File: config.mk
export PLATFORM = sky130hd
export DESIGN_NAME = keypad_scanner
export DESIGN_NICKNAME = d
export VERILOG_FILES = /design/src/rtl/keypad_pkg.sv /design/src/rtl/keypad_key_encoder.sv /design/src/rtl/keypad_scanner.sv
export SDC_FILE = /design/constraint.sdc
export NUM_CORES = 1
export LEC_CHECK = 0
export ABC_AREA = 1
export CORE_AREA = 2 2 52 63
export DETAILED_ROUTE_END_ITERATION = 12
export DIE_AREA = 0 0 54 65
export GPL_TIMING_DRIVEN = 1
export SETUP_SLACK_MARGIN = 0.2
export SYNTH_ARGS = -nofsm -noshare
export SYNTH_HDL_FRONTEND = slang
export SYNTH_SLANG_ARGS = --single-unit
File: constraint.sdc
create_clock -name clk -period 2.94 [get_ports clk]
set_clock_uncertainty 0.1 [all_clocks]
set_input_delay 0.735 -clock clk [delete_from_list [all_inputs] [get_ports clk]]
set_output_delay 0.735 -clock clk [all_outputs]
set_load 0.01 [all_outputs]
File: src/rtl/keypad_pkg.sv
// -----------------------------------------------------------------------------
// keypad_pkg
// Shared definitions for the 4x4 matrix keypad scanner:
//   NUM_ROWS / NUM_COLS : keypad matrix dimensions
//   scan_state_e        : scanner FSM states (SCAN, HOLD)
//   HEX_MAP             : phone-layout key codes indexed by {row, col}, used
//                         when KEYPAD_SCANNER_HEX_MAP_EN is defined
// -----------------------------------------------------------------------------
package keypad_pkg;

  localparam int NUM_ROWS = 4;
  localparam int NUM_COLS = 4;

  // Two-bit encoding leaves spare codes so illegal-state recovery is
  // meaningful in the FSM.
  typedef enum logic [1:0] {
    SCAN = 2'b00,
    HOLD = 2'b01
  } scan_state_e;

  // Phone layout, row-major:
  //   row0: 1 2 3 A   row1: 4 5 6 B   row2: 7 8 9 C   row3: *(E) 0 #(F) D
  localparam logic [3:0] HEX_MAP [16] = '{
    4'h1, 4'h2, 4'h3, 4'hA,
    4'h4, 4'h5, 4'h6, 4'hB,
    4'h7, 4'h8, 4'h9, 4'hC,
    4'hE, 4'h0, 4'hF, 4'hD
  };

endpackage

File: src/rtl/keypad_key_encoder.sv
// -----------------------------------------------------------------------------
// keypad_key_encoder
// Purely combinational key decode for the keypad scanner.
//   rows_n  in  [3:0] debounced row lines, 0 = conducting
//   col_idx in  [1:0] currently driven column
//   hit     out       any row is low
//   row_idx out [1:0] lowest-numbered low row (row0 has priority)
//   code    out [3:0] key code for (row_idx, col_idx)
// Build option: KEYPAD_SCANNER_HEX_MAP_EN selects the phone-layout code table;
// otherwise the code is the raw {row, col} index.
// -----------------------------------------------------------------------------
module keypad_key_encoder
  import keypad_pkg::*;
(
  input  logic [NUM_ROWS-1:0] rows_n,
  input  logic [1:0]          col_idx,
  output logic                hit,
  output logic [1:0]          row_idx,
  output logic [3:0]          code
);

  // Scan from the top row down so the lowest-indexed low row is the one
  // left in row_idx.
  always_comb begin
    hit     = ~&rows_n;
    row_idx = 2'd0;
    for (int i = NUM_ROWS - 1; i >= 0; i--) begin
      if (!rows_n[i]) begin
        row_idx = 2'(i);
      end
    end
  end

`ifdef KEYPAD_SCANNER_HEX_MAP_EN
  assign code = HEX_MAP[{row_idx, col_idx}];
`else
  assign code = {row_idx, col_idx};
`endif

endmodule

File: src/rtl/keypad_scanner.sv
// -----------------------------------------------------------------------------
// keypad_scanner
// Column-scanning controller for a 4x4 matrix keypad. Drives one column low
// at a time, samples the debounced rows at the end of each column slot,
// reports one key code per press and holds the column until release.
//   clk       in        system clock
//   rst       in        asynchronous, active-low reset
//   rows_n    in  [3:0] debounced row lines, 0 = key conducting
//   cols_n    out [3:0] column drive, exactly one bit low
//   key_code  out [3:0] last detected key code
//   key_valid out       one-cycle strobe when key_code updates
//   key_held  out       high from detection until release is declared
// Parameters:
//   SCAN_DIV    cycles per column slot before rows are sampled (>= 2)
//   RELEASE_CYC consecutive all-high cycles that declare a release (>= 1)
// Build option: KEYPAD_SCANNER_HEX_MAP_EN (phone-layout codes, see encoder).
// -----------------------------------------------------------------------------
module keypad_scanner
  import keypad_pkg::*;
#(
  parameter int SCAN_DIV    = 1024,
  parameter int RELEASE_CYC = 2048
) (
  input  logic                clk,
  input  logic                rst,
  input  logic [NUM_ROWS-1:0] rows_n,
  output logic [NUM_COLS-1:0] cols_n,
  output logic [3:0]          key_code,
  output logic                key_valid,
  output logic                key_held
);

  // One counter serves both the column slot and the release window.
  localparam int CNT_MAX = (SCAN_DIV > RELEASE_CYC) ? SCAN_DIV : RELEASE_CYC;
  localparam int CW      = (CNT_MAX > 1) ? $clog2(CNT_MAX) : 1;
  localparam logic [CW-1:0] SAMPLE_LAST  = CW'(SCAN_DIV - 1);
  localparam logic [CW-1:0] RELEASE_LAST = CW'(RELEASE_CYC - 1);

  scan_state_e   state_reg,     state_next;
  logic [1:0]    col_idx_reg,   col_idx_next;
  logic [CW-1:0] cnt_reg,       cnt_next;
  logic [3:0]    key_code_reg,  key_code_next;
  logic          key_valid_reg, key_valid_next;
  logic          key_held_reg,  key_held_next;

  logic          hit;
  logic [1:0]    row_idx;
  logic [3:0]    code;

  keypad_key_encoder u_encoder (
    .rows_n  (rows_n),
    .col_idx (col_idx_reg),
    .hit     (hit),
    .row_idx (row_idx),
    .code    (code)
  );

  // Column driver decoded straight from the registered index, so cols_n
  // changes on the same edge as col_idx and always has exactly one 0.
  generate
    for (genvar gi = 0; gi < NUM_COLS; gi++) begin : g_col_drive
      assign cols_n[gi] = (col_idx_reg != 2'(gi));
    end
  endgenerate

  always_ff @(posedge clk or negedge rst) begin
    if (!rst) begin
      state_reg     <= SCAN;
      col_idx_reg   <= 2'd0;
      cnt_reg       <= '0;
      key_code_reg  <= 4'h0;
      key_valid_reg <= 1'b0;
      key_held_reg  <= 1'b0;
    end else begin
      state_reg     <= state_next;
      col_idx_reg   <= col_idx_next;
      cnt_reg       <= cnt_next;
      key_code_reg  <= key_code_next;
      key_valid_reg <= key_valid_next;
      key_held_reg  <= key_held_next;
    end
  end

  always_comb begin
    state_next     = state_reg;
    col_idx_next   = col_idx_reg;
    cnt_next       = cnt_reg;
    key_code_next  = key_code_reg;
    key_valid_next = 1'b0;          // strobe lasts exactly one cycle
    key_held_next  = key_held_reg;

    case (state_reg)
      SCAN: begin
        if (cnt_reg == SAMPLE_LAST) begin
          cnt_next = '0;
          if (hit) begin
            // Column stays put: HOLD watches the same column for release.
            key_code_next  = code;
            key_valid_next = 1'b1;
            key_held_next  = 1'b1;
            state_next     = HOLD;
          end else begin
            col_idx_next = col_idx_reg + 2'd1;
          end
        end else begin
          cnt_next = cnt_reg + CW'(1);
        end
      end

      HOLD: begin
        if (hit) begin
          // Any low row (bounce or re-press) restarts the release window.
          cnt_next = '0;
        end else if (cnt_reg == RELEASE_LAST) begin
          cnt_next      = '0;
          key_held_next = 1'b0;
          col_idx_next  = col_idx_reg + 2'd1;
          state_next    = SCAN;
        end else begin
          cnt_next = cnt_reg + CW'(1);
        end
      end

      default: begin
        state_next    = SCAN;
        col_idx_next  = 2'd0;
        cnt_next      = '0;
        key_held_next = 1'b0;
      end
    endcase
  end

  assign key_code  = key_code_reg;
  assign key_valid = key_valid_reg;
  assign key_held  = key_held_reg;

endmodule

==> results_dict.tcl <==
set metrics [dict create \
    layout-drive-gt1-share 0.136 \
    fmax_mhz 412 \
    min_period_ps 2420 \
    status "completed" \
    start_kind "register" \
    ir_drop_uv 250 \
    yosysTopAreaCell "dfrtp_1" \
    synth_area_per_cell_um2 8.77 \
    required_ps 2110 \
    ys_seq_area_frac 0.452 \
    cts_buffers 3 \
    drt_first_iter_violations 17 \
    wl_per_cell_um 11.2 \
    synth_edf_count 0 \
    routed_wl_um 1970 \
    netlist_instances 120 \
    reg2reg_to "col_idx_reg[0]$_DFFE_PN0P_" \
    postCtsHoldBufs 0 \
    p_total_mw 0.416 \
    grt_first_pass_wirelength_um 3670 \
    slowest_stage "clkdlybuf4s50_1" \
    largest_reg_flops 11 \
    cts_resized 0 \
    cts.sinks 19 \
    die_area_um2 3510 \
    synth_nets 131 \
    ys_ff_latch 19 \
    synth_ff_type "dfrtp_1" \
    grt_start_max_net_pins 20 \
    io_buffer_count 15 \
    synthesis.area_um2 1050 \
    dpl.cell_count 172 \
    io_pins 16 \
    rsz0062_at_grt "no" \
    max_stage_delay_ps 520 \
    leakage_nw 0.551 \
    drv_slew 0 \
    drtPass1Iterations 4 \
    fin_tns_setup_ps 0 \
    synthTopCellsByArea "dfrtp_1, nand2_1, ha_1, inv_1, nor2_4" \
    synthTopCellsByCount "nand2_1, dfrtp_1, inv_1" \
    p_per_area_nw_per_um2 324 \
    post_cts_buffers 0 \
    track_usage 0.137 \
    cts.path.max_buffers 2 \
    core_um2 2970 \
    cts_tree "yes" \
    worstPathCellList "inv_1 > ha_1 > inv_1 > clkdlybuf4s50_1" \
    clk_pin_slew_ps 120 \
    vias 824 \
    crit_arrival_ps 1590 \
    synth_top_area_share 0.452 \
    worstPathMaxFanout 4 \
    cp_common_cell "inv_1" \
    hp-class "reg2reg" \
    setup_viol 0 \
    critical_path_class "reg2out" \
    worstMarginPinSlew_ps 265 \
    route.antenna.remaining_nets 0 \
    antenna_found_initial 0 \
    hold_ws_ps 402 \
    die_w_um 54 \
    min_to "key_code[2]$_DFFE_PN0P_" \
    hold_violations 0 \
    slew_headroom 0.823 \
    ys_warn_count 0 \
    nets 152 \
    synth_cell_types 20 \
    async_flop_share 1.00 \
    instances_no_fill 176 \
    worstReg2RegStart "cnt_reg[0]$_DFF_PN0_" \
    reg2regPathDepth 8 \
    drcViolationCount 0 \
    initial_core_util 0.354 \
    die_height_um 65 \
    cts-root-buf "clkbuf_4" \
    antenna_cells 0 \
    hold_start "key_code[2]$_DFFE_PN0P_" \
    finalWeightedCongestion 0.816 \
    num_rows 22 \
    grt-ovfl-total 0 \
    r2r_slack_ps 1220 \
    grt_pass1_vias 840 \
    dp_hpwl_um 1630 \
    period_share 0.825 \
    cap_viol_max_count 0 \
    whs_path_depth 2 \
    htreeDepth 1 \
    n_fill_cell 314 \
    cp-end-kind "primary output" \
    yosysMostFrequentCell "nand2_1" \
    clk_latency_ps 300 \
    syn2layout_area_growth_pct 22.1 \
    viasPerCell 4.68 \
]
## kinds of logic after synthesis
kind of cell / after synthesis / share of synthesized area
and+or+nand+nor: 60 / 0.298
DFF: 19 / 0.452
AOI/OAI and AO/OA: 16 / 0.0951
buffers and inverters: 15 / 0.0535
xor gates and xnor gates: 5 / 0.0416
adders and majority gates: 5 / 0.0595
## through the flow
step	util	setup WS (ps)	instance area (um2)
floorplan	-	1370	1050
global placement	0.422	827	1250
detailed placement	0.422	791	1250
CTS	0.432	497	1280
global route	0.432	378	1280
finish	0.432	515	1280
## cells in the final DEF, fill, tap and decap left out
cell             synthesis  routed
xnor2_1                  2       2
clkinvlp_4               0       1
nand3_1                  8       8
nor2_4                   4       4
nand4_1                  4       4
nand3_4                  1       1
clkbuf_4                 0       3
a21boi_0                 1       1
o21bai_1                 1       1
nand2_1                 27      27
nand2_4                  2       2
a21oi_1                  8       8
nor2_1                  10      10
or2_2                    1       1
inv_1                   15      15
dfrtp_1                 19      19
xor2_1                   3       3
or2_0                    1       1
o21ai_0                  2       2
clkdlybuf4s50_1          0      15
buf_4                    0       1
nand2_2                  2       2
ha_1                     5       5
o21ai_2                  4       4
## critical path: cells and delay by family (launching register included)
kind	cells	cell delay, ps
buffers and inverters	3	690
flip-flops	1	410
adder cells (fa/ha/maj)	1	210
## worst max path at each step
| stage | from | slack (ps) | to | depth (start not counted) |
|---|---|---|---|---|
| 6_report | col_idx_reg[0]$_DFFE_PN0P_ | 520 | cols_n[2] | 4 |
| 5_1_grt | col_idx_reg[0]$_DFFE_PN0P_ | 380 | cols_n[2] | 4 |
| 4_1_cts | col_idx_reg[0]$_DFFE_PN0P_ | 500 | cols_n[0] | 4 |
| 3_5_place_dp | rows_n[1] | 790 | cnt_reg[8]$_DFF_PN0_ | 6 |
| 3_3_place_gp | rows_n[0] | 830 | cnt_reg[10]$_DFF_PN0_ | 6 |
| 2_1_floorplan | col_idx_reg[0]$_DFFE_PN0P_ | 1370 | cols_n[0] | 3 |
## power by group
part | switching, mW | internal (mW) | total, mW
combinational | 0.0114 | 0.00887 | 0.0202
sequential | 0.000771 | 0.262 | 0.262
clock | 0.0820 | 0.0517 | 0.134
## per-layer routing
| metal | global-route usage | wire [um] | vias up |
|---|---|---|---|
| li1 | - | - | 422 |
| met1 | 0.179 | 840 | 390 |
| met5 | 0 | 0 | - |
| met2 | 0.239 | 1100 | 12 |
| met3 | 0.0161 | 34 | 0 |
| met4 | 0.0281 | 0 | 0 |
## area by class of cell
class | instances | area [um2] | share of cell area
flip-flops and latches | 19 | 475 | 0.370
clock inverters | 1 | 7.51 | 0.00584
clock buffers | 3 | 22.5 | 0.0175
multi-input cells | 86 | 520 | 0.405
inverters | 15 | 56.3 | 0.0438
well taps | 36 | 45.0 | 0.0351
repair buffers | 16 | 158 | 0.123
(Power assumes the default switching activity.)
